File: config.mk
export PLATFORM = sky130hd
export DESIGN_NAME = mux_sel_sync_apply_flat
export DESIGN_NICKNAME = d
export VERILOG_FILES = /design/src/rtl/mux_sel_sync_apply_pkg.sv /design/src/rtl/mux_sel_sync_apply_if.sv /design/src/rtl/mux_sel_stab_filter.sv /design/src/rtl/mux_sel_sync_apply.sv /design/src/flat_wrapper.sv
export SDC_FILE = /design/constraint.sdc
export NUM_CORES = 1
export LEC_CHECK = 0
export BUFFER_PORTS_ARGS = -buffer_cell sky130_fd_sc_hd__buf_2
export CORE_UTILIZATION = 50
export DETAILED_ROUTE_END_ITERATION = 10
export HOLD_SLACK_MARGIN = 0.1
export PLACE_DENSITY = 0.83
export SLEW_MARGIN = 25
export SYNTH_ARGS = -nofsm -noshare
export SYNTH_HDL_FRONTEND = slang
export SYNTH_SLANG_ARGS = --single-unit
File: constraint.sdc
create_clock -name user_clk -period 5.6 [get_ports user_clk]
set_input_delay 0.28 -clock user_clk [delete_from_list [all_inputs] [get_ports user_clk]]
set_output_delay 0.28 -clock user_clk [all_outputs]
set_load 0.02 [all_outputs]
File: src/rtl/mux_sel_sync_apply_pkg.sv
// Shared definitions for the frame-synchronous mux select applier:
// FSM state codes, register-word field positions and field extraction.
package mux_sel_sync_apply_pkg;

  localparam logic [1:0] ST_IDLE      = 2'd0;
  localparam logic [1:0] ST_WAIT_SYNC = 2'd1;
  localparam logic [1:0] ST_APPLY     = 2'd2;

  localparam int FORCE_BIT = 31;

  // Select field sits in the low bits; the caller truncates to its own width.
  function automatic logic [31:0] sel_field(input logic [31:0] w, input int unsigned sel_w);
    return w & ((32'h1 << sel_w) - 32'h1);
  endfunction

  function automatic logic force_field(input logic [31:0] w);
    return w[FORCE_BIT];
  endfunction

endpackage

File: src/rtl/mux_sel_sync_apply_if.sv
// Bus between the software register / frame-sync source and the select applier.
interface mux_sel_sync_apply_if #(
  parameter int SEL_W = 3,
  parameter int CNT_W = 16
);
  // No valid/ready: data_in is a quasi-static level sampled every cycle,
  // sync_in is a one-cycle frame pulse, and every output is a registered level/strobe.
  logic [31:0]      data_in;
  logic             sync_in;
  logic [SEL_W-1:0] sel_out;
  logic             sync_out;
  logic             applied;
  logic             pending;
  logic [CNT_W-1:0] update_cnt;
  logic [1:0]       state;

  modport master (
    output data_in, sync_in,
    input  sel_out, sync_out, applied, pending, update_cnt, state
  );

  modport slave (
    input  data_in, sync_in,
    output sel_out, sync_out, applied, pending, update_cnt, state
  );
endinterface

File: src/rtl/mux_sel_stab_filter.sv
// Registers the select/force fields of the register word and flags when the
// sample has been unchanged for STABLE_CYCLES consecutive cycles.
module mux_sel_stab_filter
  import mux_sel_sync_apply_pkg::*;
#(
  parameter int SEL_W         = 3,
  parameter int STABLE_CYCLES = 4
) (
  input  logic             clk,
  input  logic             rst,
  input  logic [31:0]      data_in,
  output logic [SEL_W-1:0] samp_sel,
  output logic             samp_force,
  output logic             stable
);

  localparam logic [7:0] STAB_MAX = 8'(STABLE_CYCLES);

  logic [SEL_W-1:0] in_sel;
  logic             in_force;
  logic [7:0]       stab_cnt;

  assign in_sel   = SEL_W'(sel_field(data_in, SEL_W));
  assign in_force = force_field(data_in);

  // The counter describes the sample it is loaded alongside, so compare the
  // incoming fields against the sample being replaced.
  always_ff @(posedge clk or posedge rst) begin
    if (rst) begin
      samp_sel   <= '0;
      samp_force <= 1'b0;
      stab_cnt   <= 8'd0;
    end else begin
      samp_sel   <= in_sel;
      samp_force <= in_force;
      if (in_sel != samp_sel || in_force != samp_force)
        stab_cnt <= 8'd0;
      else if (stab_cnt != STAB_MAX)
        stab_cnt <= stab_cnt + 8'd1;
    end
  end

  assign stable = (stab_cnt == STAB_MAX);

endmodule

File: src/rtl/mux_sel_sync_apply.sv
// Applies a filtered PFB mux select only on a frame sync boundary (or at once
// when the force bit is set), with a re-aligned sync, status and update count.
module mux_sel_sync_apply
  import mux_sel_sync_apply_pkg::*;
#(
  parameter int               SEL_W         = 3,
  parameter int               STABLE_CYCLES = 4,
  parameter logic [SEL_W-1:0] DEFAULT_SEL   = '0,
  parameter int               CNT_W         = 16
) (
  input logic                 user_clk,
  input logic                 user_rst,
  mux_sel_sync_apply_if.slave bus
);

  logic [SEL_W-1:0] samp_sel;
  logic             samp_force;
  logic             stable;

  mux_sel_stab_filter #(
    .SEL_W         (SEL_W),
    .STABLE_CYCLES (STABLE_CYCLES)
  ) u_filter (
    .clk        (user_clk),
    .rst        (user_rst),
    .data_in    (bus.data_in),
    .samp_sel   (samp_sel),
    .samp_force (samp_force),
    .stable     (stable)
  );

  logic [1:0]       state, state_nx;
  logic [SEL_W-1:0] target, target_nx;
  logic [SEL_W-1:0] sel_q;
  logic [CNT_W-1:0] cnt_q;
  logic             applied_q, pending_q, sync_q;

  // A waiting target was latched with force=0, so any force bit or select
  // difference means the register moved away from it.
  always_comb begin
    state_nx  = state;
    target_nx = target;
    case (state)
      ST_IDLE: begin
        if (stable && samp_sel != sel_q) begin
          target_nx = samp_sel;
          state_nx  = samp_force ? ST_APPLY : ST_WAIT_SYNC;
        end
      end
      ST_WAIT_SYNC: begin
        if (samp_force || samp_sel != target)
          state_nx = ST_IDLE;
        else if (bus.sync_in)
          state_nx = ST_APPLY;
      end
      ST_APPLY: state_nx = ST_IDLE;
      default:  state_nx = ST_IDLE;
    endcase
  end

  // Outputs are loaded on the edge that enters a state, so applied/sel_out
  // line up with the registered sync.
  always_ff @(posedge user_clk or posedge user_rst) begin
    if (user_rst) begin
      state     <= ST_IDLE;
      target    <= DEFAULT_SEL;
      sel_q     <= DEFAULT_SEL;
      cnt_q     <= '0;
      applied_q <= 1'b0;
      pending_q <= 1'b0;
      sync_q    <= 1'b0;
    end else begin
      state     <= state_nx;
      target    <= target_nx;
      sync_q    <= bus.sync_in;
      applied_q <= (state_nx == ST_APPLY);
      pending_q <= (state_nx == ST_WAIT_SYNC);
      if (state_nx == ST_APPLY) begin
        sel_q <= target_nx;
        cnt_q <= cnt_q + 1'b1;
      end
    end
  end

  assign bus.sel_out    = sel_q;
  assign bus.sync_out   = sync_q;
  assign bus.applied    = applied_q;
  assign bus.pending    = pending_q;
  assign bus.update_cnt = cnt_q;
  assign bus.state      = state;

endmodule
File: src/flat_wrapper.sv
// flat-port wrapper written by rule: the top's interface ports become plain ports
module mux_sel_sync_apply_flat import mux_sel_sync_apply_pkg::*;
#(
  parameter int               SEL_W         = 3,
  parameter int               STABLE_CYCLES = 4,
  parameter logic [SEL_W-1:0] DEFAULT_SEL   = '0,
  parameter int               CNT_W         = 16
)
  (user_clk, user_rst, bus_data_in, bus_sync_in, bus_sel_out, bus_sync_out, bus_applied, bus_pending, bus_update_cnt, bus_state);
  mux_sel_sync_apply_if #(.SEL_W(SEL_W), .CNT_W(CNT_W)) bus_i ();
  input logic user_clk;
  input logic user_rst;
  input wire logic [$bits(bus_i.data_in)-1:0] bus_data_in;
  input wire logic [$bits(bus_i.sync_in)-1:0] bus_sync_in;
  output wire logic [$bits(bus_i.sel_out)-1:0] bus_sel_out;
  output wire logic [$bits(bus_i.sync_out)-1:0] bus_sync_out;
  output wire logic [$bits(bus_i.applied)-1:0] bus_applied;
  output wire logic [$bits(bus_i.pending)-1:0] bus_pending;
  output wire logic [$bits(bus_i.update_cnt)-1:0] bus_update_cnt;
  output wire logic [$bits(bus_i.state)-1:0] bus_state;
  assign bus_i.data_in = bus_data_in;
  assign bus_i.sync_in = bus_sync_in;
  assign bus_sel_out = bus_i.sel_out;
  assign bus_sync_out = bus_i.sync_out;
  assign bus_applied = bus_i.applied;
  assign bus_pending = bus_i.pending;
  assign bus_update_cnt = bus_i.update_cnt;
  assign bus_state = bus_i.state;
  mux_sel_sync_apply #(.SEL_W(SEL_W), .STABLE_CYCLES(STABLE_CYCLES), .DEFAULT_SEL(DEFAULT_SEL), .CNT_W(CNT_W)) u_core (.user_clk(user_clk), .user_rst(user_rst), .bus(bus_i));
endmodule
# --- Word level (Yosys, flattened, before mapping) ---
# Cells that the tools add are included.
# W data, S select, Z words.
classes:
  addsub: 2
  n_eq_ne: 9
  muxes: 9
  n_reduce_logical: 5
op_table:
  columns: ["op", "n"]
  rows:
  - ["$add A16 B1 Y16 const B", 1]
  - ["$mux W8", 2]
  - ["$ne A3 B3 Y1", 3]
  - ["$add A8 B1 Y8 const B", 1]
  - ["$eq A8 B3 Y1 const B", 1]
  - ["$mux W2", 4]
  - ["$ne A8 B3 Y1 const B", 1]
  - ["$mux W3", 2]
  - ["$eq A2 B1 Y1 const B", 2]
  - ["$pmux W2 S2", 1]
  - ["$eq A2 B2 Y1 const B", 1]
  - ["$logic_not A2 Y1", 1]
  - ["$logic_or A1 B1 Y1", 2]
  - ["$reduce_bool A2 Y1", 1]
  - ["$logic_and A1 B1 Y1", 1]
  - ["$ne A1 B1 Y1", 1]
word_totals:
  regBits: 39
  inputBits: 35

# --- Depth between registers and ports, before layout ---
# Gate-level depths: netlist of the first run.
logic_depth:
  depth_word: 5
  depth_mapped: 8

# --- Modules after synthesis ---
# Synthesis of the first run repeated with hierarchy kept, for this count alone.
unflattened:
  hier_cells: 153
  hier_area_um2: 1809.2
modules_own_cells:
  columns: ["module", "n_inst", "cells_each", "area_each_um2"]
  rows:
  - ["mux_sel_sync_apply", 1, 96, 1221.2]
  - ["mux_sel_stab_filter", 1, 57, 588.1]

# --- Least setup slack after synthesis of the first run ---
# No wires, ideal clock.
synth_timing:
  kind: "register -> register"
  start: "reg u_core.state[1], in the netlist u_core.bus.state[1]"
  end: "reg u_core.cnt_q[4], in the netlist u_core.bus.update_cnt[4]"
  t_arrival_ns: 1.820
  t_required_ns: 5.469
  slack_ns: 3.649
  stages_incl_launch_ff: 7
  period_less_slack_ns: 1.951
  path_cell_list: "dfrtp_1 -> and4bb_1 -> or4b_4 -> o31ai_4 -> buf_12 -> nand4_4 -> xnor2_2"
synth_via:
  elab_chain_cells: 4
synth_lines:
  columns: ["element", "line_no", "source"]
  rows:
  - ["start: declaration", "mux_sel_sync_apply.sv:32", "logic [1:0] state, state_nx;"]
  - ["start signal: assignment", "mux_sel_sync_apply.sv:73", "state <= state_nx;"]
  - ["$mux W2", "mux_sel_sync_apply.sv:53", "else if (bus.sync_in)"]
  - ["$mux W2", "mux_sel_sync_apply.sv:51", "if (samp_force || samp_sel != target)"]
  - ["$pmux W2 S2 *", "mux_sel_sync_apply.sv:43", "case (state)"]
  - ["via u_core.state_nx[1]", "mux_sel_sync_apply.sv:32", null]
  - ["$eq A2 B2 Y1 *", "mux_sel_sync_apply.sv:78", "if (state_nx == ST_APPLY) begin"]
  - ["end signal: assignment", "mux_sel_sync_apply.sv:80", "cnt_q <= cnt_q + 1'b1;"]
  - ["end: declaration", "mux_sel_sync_apply.sv:35", "logic [CNT_W-1:0] cnt_q;"]
# The timed path passes the listed nets; every way through them passes the cells marked *.
# A chain may end at the register's enable or synchronous reset.

# --- Worst setup path after layout of the first run ---
layout_timing:
  start: "reg u_core.u_filter.stab_cnt[0]"
  end: "reg u_core.cnt_q[1], in the netlist u_core.bus.update_cnt[1]"
layout_via:
  elab_chain_cells: 5
layout_lines:
  columns: ["element", "line_no", "source"]
  rows:
  - ["start: declaration", "mux_sel_stab_filter.sv:21", "logic [7:0] stab_cnt;"]
  - ["start signal: assignment", "mux_sel_stab_filter.sv:39", "stab_cnt <= stab_cnt + 8'd1;"]
  - ["$eq A8 B3 Y1", "mux_sel_stab_filter.sv:43", "assign stable = (stab_cnt == STAB_MAX);"]
  - ["$logic_and A1 B1 Y1", "mux_sel_sync_apply.sv:45", "if (stable && samp_sel != sel_q) begin"]
  - ["$mux W2", "mux_sel_sync_apply.sv:45", null]
  - ["$pmux W2 S2", "mux_sel_sync_apply.sv:43", null]
  - ["$eq A2 B2 Y1", "mux_sel_sync_apply.sv:78", null]
# Every way passes these cells.

==> run summary, run 1 <==
CP Launch Point: u_core.u_filter.stab_cnt[0]
EDFF count, synth: 0
Worst Setup EP: u_core.bus.update_cnt[1]
TritonRoute pass-1 iters: 4
Area growth from synthesis to layout: 17.3%
Class of the worst hold path: in -> reg
Die area: 0.00400 mm^2
Critical path arrival: 2.48 ns
Avg Synthesized Cell Area: 11.6 um^2
Library cells used by synthesis: 36
# port buffers: 30
Crit path required time: 5.79 ns
RSZ-0062 raised after global routing: false
First-pass GRT wire length: 6.69 mm
Worst Max-Slew Pin Slew: 0.756 ns
LEAKAGE: 0.00103 uW
Synthesized instance count: 162
Worst-Skew Late Latency: 0.30 ns
Post-synth ARST share: 100%
Largest net degree at the start of global routing: 40
Kind of critical path: reg -> reg
Remaining DRCs: 0
Pwr/cell area: 236 mW/mm^2
Final period util: 40.9%
Peak supply drop: 0.000205 V
Die height: 63.3 um
Synth area leader: dfrtp_1
Starting density of the core: 54.1%
Maximum buffer depth of the clock tree: 2
Slew HR: 49.6%
Worst reg2reg setup slack: 3.31 ns
Leading cell type by number of instances after synthesis: dfrtp_1
Worst setup EP type: flop
Cts hold-fix bufs: 1
# fillers: 300
GRT Residual Overflow: 0
Final worst slack: 3.31 ns
Tot GR Track Use: 22.2%
Final setup TNS: 0 ns
Util after Layout: 63.5%
CP max stage delay: 0.66 ns
RD Place Congestion: 0.805
Worst-path clk slew: 0.07 ns
Drt initial violations: 46
F_max: 0.436 GHz
CTS resizes: 0
Core area: 0.00347 mm^2
Total CTS buffers: 5
Worst-path maximum fanout: 14
Vias per inst: 5.37
Vias in the first global route: 1392
Layout Nets: 240
Diode count: 0
Syn Nets: 200
Endpoints failing setup: 0
Htree depth: 2
Reg-to-reg critical path endpoint: u_core.bus.update_cnt[1]
CTS tree: built
Synth warn: 0
CP top delay family: compound AO/OA/AOI/OAI gates
Top post-synthesis cells by area: dfrtp_1 52%, xnor2_1 8.4%, xor2_1 4.2%
Initial antenna violation count: 0
Detailed-route via count: 1337
Buf+Inv Stages, Crit Path: 1
CP Cell Sequence: inv_1 > ha_1 > nor4b_2 > nand2_2 > o31ai_4 > mux2_2
Routed wire length: 3.72 mm
Wirelength per Cell: 15.0 um
Setup Fix Bufs, Post-CTS: 0
Share of layout cells above drive strength 1: 27.1%
Post-DP HPWL: 2.57 mm
Synthesized flop and latch total: 39
Main synth FF type: dfrtp_1
Die Span X: 63.3 um
Antenna Nets Post-Route: 0
Most frequent cells after synthesis: 39 x dfrtp_1, 18 x xnor2_1, 13 x nand2_1, 11 x nor2_1, 10 x nand3_1
Final min period: 2.29 ns
Final Skew: 0.00365 ns
Max Slew Vio Count: 0
Crit. path cell count: 6
R2R depth: 6
Startpoint of the worst hold path: bus_data_in[2]
Post-Syn Area: 0.00188 mm^2
Root buffer cell: clkbuf_8
Register area share after synthesis: 52.0%
FF-to-FF Start: u_core.u_filter.stab_cnt[0]
CTS sink count: 39
Yosys top cell area share: 52.0%
Max stage delay cell, worst path: o31ai_4
Post-Place Worst Slack: 3.32 ns
Outcome: complete, no violations
Max capacitance violation total: 0
I/O pins: 59
Final Hold Fails: 0
Startpoint Class: flop
FP Rows: 21
-- placed cells by master (no fill, tap or decap), drive strengths merged, types with 3 or more instances in the layout --
cell	n
dfrtp	39
nor4	3
dlygate4sd3	3
or3	5
a21oi	4
o221a	3
inv	4
nand3	11
o21ai	6
mux2	4
nor3	3
xnor2	19
buf	31
and3	4
nor2	11
nand4	5
clkbuf	8
xor2	9
nand2	14
ha	3
-- sequential cells by signal, indices dropped and copies added (netlist names), 2 cells and up --
signal	flops
u_core.u_filter.samp_sel	3
u_core.bus.state	2
u_core.u_filter.stab_cnt	8
u_core.target	3
u_core.bus.sel_out	3
u_core.bus.update_cnt	16
-- metrics by stage --
step                      cells  total power, uW  hold slack, ns  instance area (um^2)
after floorplan             162              306           0.311                  1880
after global placement      238              313           0.411                  2070
after detailed placement    238              314           0.414                  2070
after CTS                   247              525           0.101                  2180
after global routing        249              542           0.100                  2200
final                       249              519           0.116                  2200
-- worst reg2reg max path, delay by kind of cell (launching register included) --
kind / cells / cell delay, ns
simple gates: 2 / 0.46
buf+inv: 1 / 0.08
flops: 1 / 0.43
fa+ha+maj: 1 / 0.13
compound gates: 1 / 0.66
mux: 1 / 0.42
-- logic make-up (layout without fill, tap and decap cells) --
kind of cell	Yosys count	after routing	share of synthesized area [%]
buf+inv	5	46	1.87
compound gates	18	18	7.27
flops	39	39	52.0
simple gates	65	65	21.0
fa+ha+maj	3	3	2.00
xor+xnor	28	28	13.5
mux	4	4	2.40
-- power breakdown --
| group | internal (uW) | switching [uW] |
|---|---|---|
| combinational | 8.36 | 13.9 |
| sequential | 284 | 3.60 |
| clock | 112 | 96.9 |
-- how the worst min path moves through the flow --
stage / end / slack (ns) / cells past startpoint
2_1_floorplan: u_core.bus.sync_out / 0.31 / 0
3_3_place_gp: u_core.u_filter.samp_sel[2] / 0.41 / 1
3_5_place_dp: u_core.u_filter.samp_sel[0] / 0.41 / 1
4_1_cts: u_core.u_filter.samp_sel[0] / 0.10 / 1
5_1_grt: u_core.u_filter.samp_sel[2] / 0.10 / 1
6_report: u_core.u_filter.samp_sel[2] / 0.12 / 1
-- area by class of cell --
type                            count  area, um^2  share of cell area [%]
Sequential cell                    39         976                    44.3
Multi-Input combinational cell    118         866                    39.3
Timing Repair Buffer               34         188                    8.52
Clock buffer                        8         100                    4.55
Tap cell                           46        57.6                    2.61
Inverter                            4        15.0                   0.682
-- metal layers --
layer	wire, um	track usage, %	up-vias
met5	0	0	-
met4	82	11.4	0
met3	151	6.70	8
met2	1760	33.3	26
met1	1730	29.0	653
li1	-	-	650
No activity file was read; power rests on OpenSTA's default activity.
==> inputs of run 2 (changes only) <==
--- a/config.mk
+++ b/config.mk
@@ -5,11 +5,12 @@
 export SDC_FILE = /design/constraint.sdc
 export NUM_CORES = 1
 export LEC_CHECK = 0
+export ABC_AREA = 1
 export BUFFER_PORTS_ARGS = -buffer_cell sky130_fd_sc_hd__buf_2
 export CORE_UTILIZATION = 50
 export DETAILED_ROUTE_END_ITERATION = 10
 export HOLD_SLACK_MARGIN = 0.1
-export PLACE_DENSITY = 0.83
+export PLACE_DENSITY = 0.82
 export SLEW_MARGIN = 25
 export SYNTH_ARGS = -nofsm -noshare
 export SYNTH_HDL_FRONTEND = slang
==> constraint.sdc (replaced) <==
create_clock -name user_clk -period 2.2 [get_ports user_clk]
set_input_delay 0.11 -clock user_clk [delete_from_list [all_inputs] [get_ports user_clk]]
set_output_delay 0.11 -clock user_clk [all_outputs]
set_load 0.02 [all_outputs]
==> run summary, run 2 <==
Outcome: complete, no violations
Die height: 66.8 um (+5.5%)
Post-Syn Area: 0.00210 mm^2 (+12%)
Kind of critical path: reg -> reg
Worst reg2reg setup slack: 0.42 ns (-2.89 ns)
Synth warn: 0 (unchanged)
Peak supply drop: 0.000458 V (+120%)
Avg Synthesized Cell Area: 8.16 um^2 (-30%)
Synth Area in XOR/XNOR: 8.77% (-4.7 points)
Die area: 0.00446 mm^2 (+11%)
RD Place Congestion: 0.918 (+14%)
Max stage delay cell, worst path: dfrtp_1
CP Cell Sequence: inv_1 > ha_1 > nand3_2 > nor2_8 > nand3_4 > nand2_4 > nand2_4 > nand2_1 > nand2_1
Area growth from synthesis to layout: 17.9%
Initial antenna violation count: 0 (unchanged)
Main synth FF type: dfrtp_1
EDFF count, synth: 0 (unchanged)
Core area: 0.00400 mm^2 (+15%)
Worst-Skew Late Latency: 0.29 ns (about the same)
Buf+Inv Stages, Crit Path: 1 (unchanged)
Final Power: 1410 uW (+170%)
CTS sink count: 39 (unchanged)
Tot GR Track Use: 21.5% (-0.69 points)
Pwr/cell area: 572 mW/mm^2 (+140%)
Yosys top cell area share: 46.5% (-5.5 points)
Remaining DRCs: 0 (unchanged)
Final setup TNS: 0 ns (unchanged)
Startpoint Class: flop
Synthesized flop and latch total: 39 (unchanged)
Worst setup EP type: flop
Share of layout cells above drive strength 1: 18.1% (-9.0 points)
Final Skew: 0.00859 ns (+0.00494 ns)
Synth area leader: dfrtp_1
Starting density of the core: 52.4% (-1.7 points)
# fillers: 341 (+14%)
Cts hold-fix bufs: 6 (+5)
Post-Place Worst Slack: 0.417 ns (-2.90 ns)
TritonRoute pass-1 iters: 4 (unchanged)
Drt initial violations: 77 (+67%)
Simple-gate portion of the synthesized area: 36.1% (+15 points)
Vias per inst: 5.11 (-4.9%)
Register area: 976 um^2 (unchanged)
Synthesized instance count: 257 (+59%)
Maximum buffer depth of the clock tree: 2 (unchanged)
I/O pins: 59 (unchanged)
Synth Area in Compound Gates: 1.97% (-5.3 points)
Worst-path maximum fanout: 19 (+5)
Total CTS buffers: 5 (unchanged)
Final min period: 1.78 ns (-0.507 ns)
Post-DP HPWL: 3.00 mm (+16%)
FP Rows: 23 (+9.5%)
RSZ-0062 raised after global routing: false
Commonest non-fill, non-tap cell in the layout: nand2_1
Antenna Nets Post-Route: 0 (unchanged)
Library cells used by synthesis: 28 (-22%)
Routed wire length: 4.52 mm (+21%)
Vias in the first global route: 1599 (+15%)
GRT Residual Overflow: 0 (unchanged)
LEAKAGE: 0.00127 uW (+24%)
Diode count: 0 (unchanged)
Final Hold Fails: 0 (unchanged)
CTS tree: built
Leading cell type by number of instances after synthesis: nand2_1
# port buffers: 30 (unchanged)
CP max stage delay: 0.43 ns (-0.23 ns)
Worst-path clk slew: 0.08 ns (about the same)
Reg-to-reg critical path endpoint: u_core.bus.update_cnt[0]
Register area share after synthesis: 46.5% (-5.5 points)
Mux contribution to synthesized area: 0% (-2.4 points)
F_max: 0.560 GHz (+28%)
Final worst slack: 0.416 ns (-2.89 ns)
Max reg flops: 16 (unchanged)
Critical path arrival: 1.97 ns (-0.51 ns)
First-pass GRT wire length: 7.02 mm (+4.9%)
Setup Fix Bufs, Post-CTS: 0 (unchanged)
Crit path required time: 2.39 ns (-3.40 ns)
Layout Nets: 336 (+40%)
Final period util: 81.1% (+40 points)
Class of the worst hold path: in -> async
CP top delay family: simple AND/OR/NAND/NOR gates
Syn Nets: 295 (+48%)
Post-synth ARST share: 100% (unchanged)
Worst Max-Slew Pin Slew: 0.491 ns (-0.265 ns)
Max capacitance violation total: 0 (unchanged)
Most frequent cells after synthesis: 82 x nand2_1, 39 x dfrtp_1, 29 x nand3_1, 27 x nor2_1, 15 x inv_1
Root buffer cell: clkbuf_8
Multi-input logic area: 0.00102 mm^2 (+18%)
Htree depth: 2 (unchanged)
Max Slew Vio Count: 0 (unchanged)
R2R depth: 9 (+3)
Detailed-route via count: 1782 (+33%)
Endpoints failing setup: 0 (unchanged)
Slew HR: 67.2% (+18 points)
Most frequent cells in the layout: 82 x nand2_1, 39 x dfrtp_1, 30 x buf_2
Largest family of logic cells by synthesized area: simple AND/OR/NAND/NOR gates
Top post-synthesis cells by area: dfrtp_1 47%, nand2_1 15%, nand3_1 6.9%
Largest net degree at the start of global routing: 40 (unchanged)
Die Span X: 66.8 um (+5.5%)
FF-to-FF Start: u_core.u_filter.stab_cnt[0]
Hold Slack: 0.470 ns (+0.354 ns)
Adder-Cell Fraction of Synth Area: 1.79% (-0.21 points)
CTS resizes: 0 (unchanged)
Wirelength per Cell: 12.9 um (-13%)
-- run 2: cell type report --
type	count	share of cell area, %
inverter	21	3.19
tap	50	2.53
clock inverter	2	1.42
clock buffer	6	3.34
multi-input combinational	194	41.2
sequential	39	39.5
timing repair buffer	37	8.81
-- run 2: worst reg2reg max path: cells and delay by family (launching register included) --
kind	cells	cell delay [ns]
buffers and inverters	1	0.08
flip-flops	1	0.43
adder cells (fa/ha/maj)	1	0.16
AND/OR/NAND/NOR	7	1.02
-- run 2: layer usage --
layer	track usage (%)	vias to the layer above	share of wire, %
met3	4.62	7	2.7
met4	8.78	0	1.8
met1	27.1	847	47
met2	35.5	25	49
met5	0	-	0
li1	-	903	-
-- run 2: metrics by stage --
stage	std cells	util (%)	instance area, um^2
after floorplan	257	-	2100
after CTS	349	61.8	2470
after global placement	335	57.4	2290
after detailed placement	335	57.4	2290
after global routing	349	61.8	2470
final	349	61.8	2470
-- run 2: how the worst max path moves through the flow --
stage | start | end | cells after the start
finish | u_core.u_filter.stab_cnt[0] | u_core.bus.update_cnt[0] | 9
global route | u_core.u_filter.stab_cnt[0] | u_core.bus.update_cnt[1] | 9
CTS | u_core.u_filter.stab_cnt[0] | u_core.bus.update_cnt[0] | 9
detailed placement | u_core.u_filter.stab_cnt[0] | u_core.bus.update_cnt[0] | 9
global placement | u_core.u_filter.stab_cnt[0] | u_core.bus.sel_out[2] | 9
floorplan | u_core.u_filter.stab_cnt[0] | u_core.bus.update_cnt[2] | 10
-- run 2: logic make-up after synthesis --
kind of cell	count (synthesis)
AND/OR/NAND/NOR	163
flip-flops	39
buffers and inverters	24
XOR/XNOR	21
AO/OA/AOI/OAI	7
adder cells (fa/ha/maj)	3
-- run 2: report_power, final --
| group | internal, uW | total, uW | leakage, uW | switching [uW] |
|---|---|---|---|---|
| clock | 367 | 623 | 0.0000612 | 256 |
| combinational | 22.8 | 61.6 | 0.000676 | 38.9 |
| sequential | 722 | 730 | 0.000533 | 7.98 |
| total | 1110 | 1410 | 0.00127 | 303 |
==> inputs of run 3 (changes only) <==
==> constraint.sdc (replaced) <==
create_clock -name user_clk -period 1.8 [get_ports user_clk]
set_input_delay 0.09 -clock user_clk [delete_from_list [all_inputs] [get_ports user_clk]]
set_output_delay 0.09 -clock user_clk [all_outputs]
set_load 0.02 [all_outputs]
==> run summary, run 3 (synthesized netlist as in run 2, its figures left out) <==
Outcome: complete, no violations
RD Place Congestion: 0.921 (+0.27%)
Vias per inst: 5.05 (-1.1%)
Max stage delay cell, worst path: dfrtp_1
Worst-path clk slew: 0.08 ns (about the same)
Crit path required time: 2.04 ns (-0.35 ns)
# fillers: 325 (-4.7%)
TritonRoute pass-1 iters: 4 (unchanged)
Routed wire length: 4.31 mm (-4.5%)
Worst Max-Slew Pin Slew: 0.483 ns (-0.00806 ns)
Slew HR: 67.8% (+0.54 points)
Die Span X: 66.8 um (unchanged)
Area growth from synthesis to layout: 18.3%
Worst setup EP type: flop
Final Power: 1720 uW (+22%)
Post-DP HPWL: 2.95 mm (-1.7%)
Starting density of the core: 52.4% (unchanged)
Peak supply drop: 0.000355 V (-23%)
FP Rows: 23 (unchanged)
Final Skew: 0.00731 ns (-0.00128 ns)
Drt initial violations: 113 (+47%)
Core area: 0.00400 mm^2 (unchanged)
Worst-path maximum fanout: 16 (-3)
Startpoint Class: flop
M1 GR Usage: 27.9% (+0.83 points)
Diode count: 0 (unchanged)
Remaining DRCs: 0 (unchanged)
Htree depth: 2 (unchanged)
CP Cell Sequence: inv_1 > ha_1 > nand3_2 > nor2_8 > nand3_4 > nand2_4 > buf_4 > nand3_1 > nand2_1
Wirelength per Cell: 12.3 um (-4.8%)
Root buffer cell: clkbuf_8
Detailed-route via count: 1768 (-0.79%)
Share of layout cells above drive strength 1: 18.3% (+0.27 points)
Placed cells: 336 (+0.30%)
Maximum buffer depth of the clock tree: 2 (unchanged)
Vias in the first global route: 1645 (+2.9%)
Pwr/cell area: 695 mW/mm^2 (+22%)
Max reg flops: 16 (unchanged)
Worst-Skew Late Latency: 0.30 ns (about the same)
CTS sink count: 39 (unchanged)
Die height: 66.8 um (unchanged)
# port buffers: 30 (unchanged)
Kind of critical path: reg -> reg
Tot GR Track Use: 22.0% (+0.49 points)
Antenna Nets Post-Route: 0 (unchanged)
CP top delay family: simple AND/OR/NAND/NOR gates
Final setup TNS: 0 ns (unchanged)
RSZ-0062 raised after global routing: false
CTS tree: built
LEAKAGE: 0.00128 uW (+0.58%)
CP max stage delay: 0.42 ns (about the same)
Worst reg2reg setup slack: 0.15 ns (-0.27 ns)
Most frequent cells in the layout: 82 x nand2_1, 39 x dfrtp_1, 30 x buf_2
CTS resizes: 0 (unchanged)
Global-route track usage on met2: 35.6% (+0.13 points)
Buf+Inv Stages, Crit Path: 2 (+1)
CP Launch Point: u_core.u_filter.stab_cnt[0]
Endpoints failing setup: 0 (unchanged)
Finished Layout Cells: 350 (+0.29%)
I/O pins: 59 (unchanged)
Commonest non-fill, non-tap cell in the layout: nand2_1
Met3 Usage GRT: 4.28% (-0.34 points)
Final min period: 1.65 ns (-0.135 ns)
First-pass GRT wire length: 7.21 mm (+2.6%)
Largest net degree at the start of global routing: 40 (unchanged)
Max capacitance violation total: 0 (unchanged)
GRT Residual Overflow: 0 (unchanged)
F_max: 0.606 GHz (+8.2%)
Class of the worst hold path: in -> async
Die area: 0.00446 mm^2 (unchanged)
Critical path arrival: 1.89 ns (-0.08 ns)
Total CTS buffers: 5 (unchanged)
Max Slew Vio Count: 0 (unchanged)
FF-to-FF Start: u_core.u_filter.stab_cnt[0]
Layout Nets: 337 (+0.30%)
Initial antenna violation count: 0 (unchanged)
Final Hold Fails: 0 (unchanged)
GR peak layer: met2
Final period util: 91.6% (+11 points)
## run 3: cell types whose count changed in the layout (fill, tap and decap cells not counted)
cell,delta
buf_4,+1
## run 3: through the flow
stage	hold WS [ns]	instance area (um^2)	util (%)	setup slack, ns
after floorplan	0.121	2100	-	0.238
after global placement	0.221	2300	57.6	0.190
after detailed placement	0.224	2300	57.6	0.155
after CTS	0.442	2480	62.0	0.114
after global routing	0.473	2480	62.0	0.0136
final	0.440	2480	62.0	0.150
## run 3: layout make-up
class / instances / area [um^2] / area share [%]
clock buffers: 6 / 82.6 / 3.33
clock inverters: 2 / 35.0 / 1.41
inverters: 21 / 78.8 / 3.18
multi-input cells: 194 / 1020 / 41.1
flip-flops and latches: 39 / 976 / 39.4
well taps: 50 / 62.6 / 2.52
repair buffers: 38 / 225 / 9.08
## run 3: final timing paths
path,to,cells after the start
worst max-delay path,u_core.bus.update_cnt[5],9
worst min-delay path,u_core.bus.applied,4
worst max register to register,u_core.bus.update_cnt[5],9
worst min register to register,u_core.target[2],2
max in group asynchronous,u_core.u_filter.samp_sel[1],4
min in group user_clk,u_core.u_filter.samp_force,2
## run 3: what timing repair did
action	in CTS	in global routing
hold endpoints to repair	44	0
hold buffers	6	0
setup buffers	0	0
setup endpoints to repair	0	3
## run 3: routing by layer
| metal | part of all wire, % | wire length, um |
|---|---|---|
| met5 | 0 | 0 |
| met4 | 2.2 | 93 |
| met3 | 3.3 | 141 |
| met2 | 47 | 2010 |
| met1 | 48 | 2070 |
## run 3: worst min-delay path, cell delays in order
cell	delay (ns)
dlygate4sd3_1	0.53
buf_2	0.12
inv_1	0.04
buf_4	0.41
## run 3: where the power goes
group	total [uW]	switching, uW	leakage (uW)	internal, uW
clock	760	311	0.0000612	448
combinational	72.5	44.7	0.000684	27.8
sequential	892	9.44	0.000533	883
total	1720	366	0.00128	1360
